File: config.mk
export PLATFORM = sky130hd
export DESIGN_NAME = sram_burst_ctrl
export DESIGN_NICKNAME = d
export VERILOG_FILES = /design/src/rtl/sram_burst_ctrl.sv
export SDC_FILE = /design/constraint.sdc
export NUM_CORES = 1
export LEC_CHECK = 0
export ABC_AREA = 0
export BUFFER_PORTS_ARGS = -buffer_cell sky130_fd_sc_hd__buf_2
export CAP_MARGIN = 20
export CORE_ASPECT_RATIO = 0.5
export CORE_MARGIN = 2
export CORE_UTILIZATION = 27
export DETAILED_ROUTE_END_ITERATION = 8
export PLACE_DENSITY_LB_ADDON = 0.12
export SYNTH_ARGS = -nofsm -noshare
export SYNTH_HDL_FRONTEND = slang
export SYNTH_SLANG_ARGS = --single-unit
File: constraint.sdc
create_clock -name clk -period 2 [get_ports clk]
set_input_delay 0.4 -clock clk [delete_from_list [all_inputs] [get_ports clk]]
set_output_delay 0.4 -clock clk [all_outputs]
set_load 0.1 [all_outputs]
File: src/rtl/sram_burst_ctrl.sv
// Burst controller for a single-port synchronous SRAM: accepts write/read burst
// commands and streams one beat per cycle, with registered read-data valid/last.
module sram_burst_ctrl #(
  parameter int ADR  = 16,
  parameter int BITS = 32,
  parameter int LENW = 4
) (
  input  logic            clk,
  input  logic            rst_n,
  input  logic            cmd_valid,
  output logic            cmd_ready,
  input  logic            cmd_we,
  input  logic [ADR-1:0]  cmd_adr,
  input  logic [LENW-1:0] cmd_len,
  input  logic            wr_valid,
  output logic            wr_ready,
  input  logic [BITS-1:0] wr_data,
  output logic            rd_valid,
  output logic            rd_last,
  output logic [BITS-1:0] rd_data,
  output logic            busy,
  output logic [ADR-1:0]  mem_adr,
  output logic [BITS-1:0] mem_in,
  output logic            mem_we,
  output logic            mem_oe,
  input  logic [BITS-1:0] mem_out
);

  typedef enum logic [1:0] {
    IDLE  = 2'd0,
    WRITE = 2'd1,
    READ  = 2'd2
  } state_t;

  state_t          state_q, state_d;
  logic [ADR-1:0]  cur_adr_q, cur_adr_d;
  logic [LENW-1:0] cnt_q, cnt_d;
  logic            rd_valid_q, rd_valid_d;
  logic            rd_last_q, rd_last_d;
  logic            last_beat;

  // Address arithmetic deliberately wraps modulo 2**ADR.
  function automatic logic [ADR-1:0] adr_next(input logic [ADR-1:0] a);
    return a + ADR'(1);
  endfunction

  function automatic logic [LENW-1:0] cnt_next(input logic [LENW-1:0] c);
    return c - LENW'(1);
  endfunction

  assign last_beat = (cnt_q == '0);

  always_comb begin
    state_d    = state_q;
    cur_adr_d  = cur_adr_q;
    cnt_d      = cnt_q;
    rd_valid_d = 1'b0;
    rd_last_d  = 1'b0;
    unique case (state_q)
      IDLE: begin
        if (cmd_valid) begin
          cur_adr_d = cmd_adr;
          cnt_d     = cmd_len;
          state_d   = cmd_we ? WRITE : READ;
        end
      end
      WRITE: begin
        // Idle write beats (wr_valid low) simply hold address, count and state.
        if (wr_valid) begin
          cur_adr_d = adr_next(cur_adr_q);
          cnt_d     = cnt_next(cnt_q);
          if (last_beat) state_d = IDLE;
        end
      end
      READ: begin
        // The SRAM returns data one cycle after OE, so valid/last are delayed by a flop.
        rd_valid_d = 1'b1;
        rd_last_d  = last_beat;
        cur_adr_d  = adr_next(cur_adr_q);
        cnt_d      = cnt_next(cnt_q);
        if (last_beat) state_d = IDLE;
      end
      default: state_d = IDLE;
    endcase
  end

  always_ff @(posedge clk or negedge rst_n) begin
    if (!rst_n) begin
      state_q    <= IDLE;
      cur_adr_q  <= '0;
      cnt_q      <= '0;
      rd_valid_q <= 1'b0;
      rd_last_q  <= 1'b0;
    end else begin
      state_q    <= state_d;
      cur_adr_q  <= cur_adr_d;
      cnt_q      <= cnt_d;
      rd_valid_q <= rd_valid_d;
      rd_last_q  <= rd_last_d;
    end
  end

  assign cmd_ready = (state_q == IDLE);
  assign busy      = (state_q != IDLE);
  assign wr_ready  = (state_q == WRITE);
  assign mem_we    = (state_q == WRITE) && wr_valid;
  assign mem_oe    = (state_q == READ);
  assign mem_adr   = cur_adr_q;
  assign mem_in    = wr_data;
  assign rd_valid  = rd_valid_q;
  assign rd_last   = rd_last_q;
  assign rd_data   = mem_out;

endmodule
==> results.md <==
- Total I/O pin count: 176
- ANT nets after route: 0
- Most frequent cells in the layout: buf_2, nand2_1, a21oi_1
- Worst-Skew Late Latency: 0.26 ns
- Final hold vios: 0
- Crit path time final: 1.92 ns
- Wire per inst: 17.5 um
- Tcrit/Tclk final: 96.2%
- First-pass GRT wire length: 8.93 mm
- DRC Markers: 0
- Peak Freq: 520 MHz
- Chip Width: 125 um
- Full die area: 8080 sq um
- Mapped Nets: 335
- TNS Setup: 0 ns
- N_diodes: 0
- Run status: complete, no violations
- Overflow after GRT: 0
- Area of the multi-input gates: 871 sq um
- Clock buffer count from CTS: 3
- RSZ-0062 raised after global routing: no
- Layout cell share with drive strength beyond 1: 34.2%
- Clk slew on worst S/H paths: 0.07 ns
- Synth Instances: 240
- H-tree depth: 1
- FP Rows: 22
- Iteration-0 DRC Markers: 76
- Commonest non-fill, non-tap cell in the layout: buf_2
- Largest net degree at the start of global routing: 25
- Top-area cell type share of the netlist area: 30.3%
- #FFs+latches synth: 24
- Core ar.: 7210 sq um
- Largest cells by area after synthesis: dfrtp_1, buf_4, a21oi_1
- Maximum vdd drop: 0.563 mV
- Die H: 64.6 um
- Seq. cell area: 613 sq um
- Fin Hold WS: 0.148 ns
- Overall global routing resource usage: 13.7%
- Cell type with the largest total area after synthesis: dfrtp_1
- Crit start category: flip-flop
- TritonCTS clock tree: done
- Gpl congestion: 0.737
- Initial Utilization: 27.5%
- Hold buffer count at CTS: 0
- Critical Path AT: 2.12 ns
- Crit Path Max Fanout: 6
- Max_cap viols: 0
- Number of synthesized flops with an enable pin: 0
- # resized after CTS: 0
- Antenna violations before repair: 0
- Synth cell types: 41
- Fin. max-slew vios: 0
- Final nets: 324
- 1st-pass router iterations: 4
- Clock root cell: clkbuf_16
- Leak: 0.900 nW
- Area Growth Syn to Fin: 3.66%
- Final worst setup slack: 0.0758 ns
- I/O Buffers: 47
- Vias per cell: 4.72
- Worst slack, placed: 0.0879 ns
- Syn avg cell area: 8.26 sq um
- Clock sink count: 24
- Register area share after synthesis: 30.3%
- Skew final: 0.00520 ns
- Vias in the first global route: 1,582
- Post-CTS setup buffers: 0
- Fill cell count: 783
- Cell area after synthesis: 1980 sq um
- Setup Crit Path Kind: reg -> reg
- DPL Wire Length: 4.51 mm
- Synth warnings: 0
- Power Density: 2590 nW/um^2
- Rel. slew slack: 58.5%
- Synth Flop Type: dfrtp_1
- Final WL: 5.66 mm
- Worst EP required: 2.20 ns
- Final setup fails: 0
- Clock tree buffer depth: 2
- Vias: 1,530
- Synth async-reset ratio: 100%
- Hold WC Path Type: in -> async
- Crit end category: flip-flop
- Worst-Margin Slew: 0.622 ns
==> layout make-up <==
| type | instances | share of cell area, % |
|---|---|---|
| clock buffers | 3 | 3.65 |
| flip-flops and latches | 24 | 29.8 |
| repair buffers | 56 | 15.3 |
| multi-input cells | 136 | 42.4 |
| clock inverters | 1 | 1.46 |
| well taps | 96 | 5.85 |
| inverters | 8 | 1.46 |
==> final timing paths <==
check / cells past startpoint / slack, ns / to / start
max: 6 / 0.08 / mem_adr[13] / state_q[0]
min: 1 / 0.15 / mem_adr[9] / rst_n
max reg2reg: 6 / 0.08 / mem_adr[13] / state_q[0]
min reg2reg: 2 / 0.55 / mem_adr[1] / mem_adr[1]
max in group asynchronous: 1 / 1.41 / mem_adr[2] / rst_n
min in group clk: 3 / 0.40 / state_q[0] / cmd_we
==> worst max-delay path, cell delays in order (launching register included) <==
cell and delay [ns]:
dfrtp_1 0.42, inv_1 0.12, ha_4 0.19, nor2b_4 0.14, or3_1 0.39, or4_1 0.51
nand4_1 0.08
==> power breakdown <==
group	internal (mW)	switching, mW	total (mW)
Sequential	0.752	0.320	1.07
Combinational	0.985	2.67	3.66
Clock	0.398	0.188	0.586
Total	2.14	3.18	5.32
==> routing by layer <==
layer	part of all wire (%)	wire [um]	track usage [%]	vias up
met2	48	2740	24.5	70
met5	0	0	0	-
met4	1.1	61	3.75	0
li1	-	-	-	752
met1	39	2230	15.1	692
met3	11	624	6.03	16
==> flip-flops by register name, summed over array words and instances (netlist names) <==
signal,count
cnt_q,4
mem_adr,16
rd_last,1
rd_valid,1
state_q,2
==> through the flow <==
| step | instances | utilization, % | cell area [sq um] | total power [mW] |
|---|---|---|---|---|
| after global placement | 320 | 27.0 | 1950 | 4.76 |
| final | 324 | 28.5 | 2050 | 5.32 |
| after detailed placement | 320 | 27.0 | 1950 | 4.77 |
| after global routing | 324 | 28.5 | 2050 | 5.69 |
| after floorplan | 240 | - | 2030 | 4.58 |
| after CTS | 324 | 28.5 | 2050 | 5.37 |
==> cells by family after synthesis <==
family                     count (synthesis)  synth area share (%)
AOI/OAI and AO/OA                         54                  16.9
adders and majority gates                  6                  3.79
buffers and inverters                     80                  27.5
DFF                                       24                  30.3
muxes                                      5                  2.53
and+or+nand+nor                           71                  19.1
==> synth_stat cells, drive strengths merged, types with 6 or more instances <==
library cell and instances:
ha 6, buf 67, nand3 10, inv 7
a21oi 19, nand2 23, o21ai 13, nor2 8
dfrtp 24
Power figures use the tool's default switching activity.
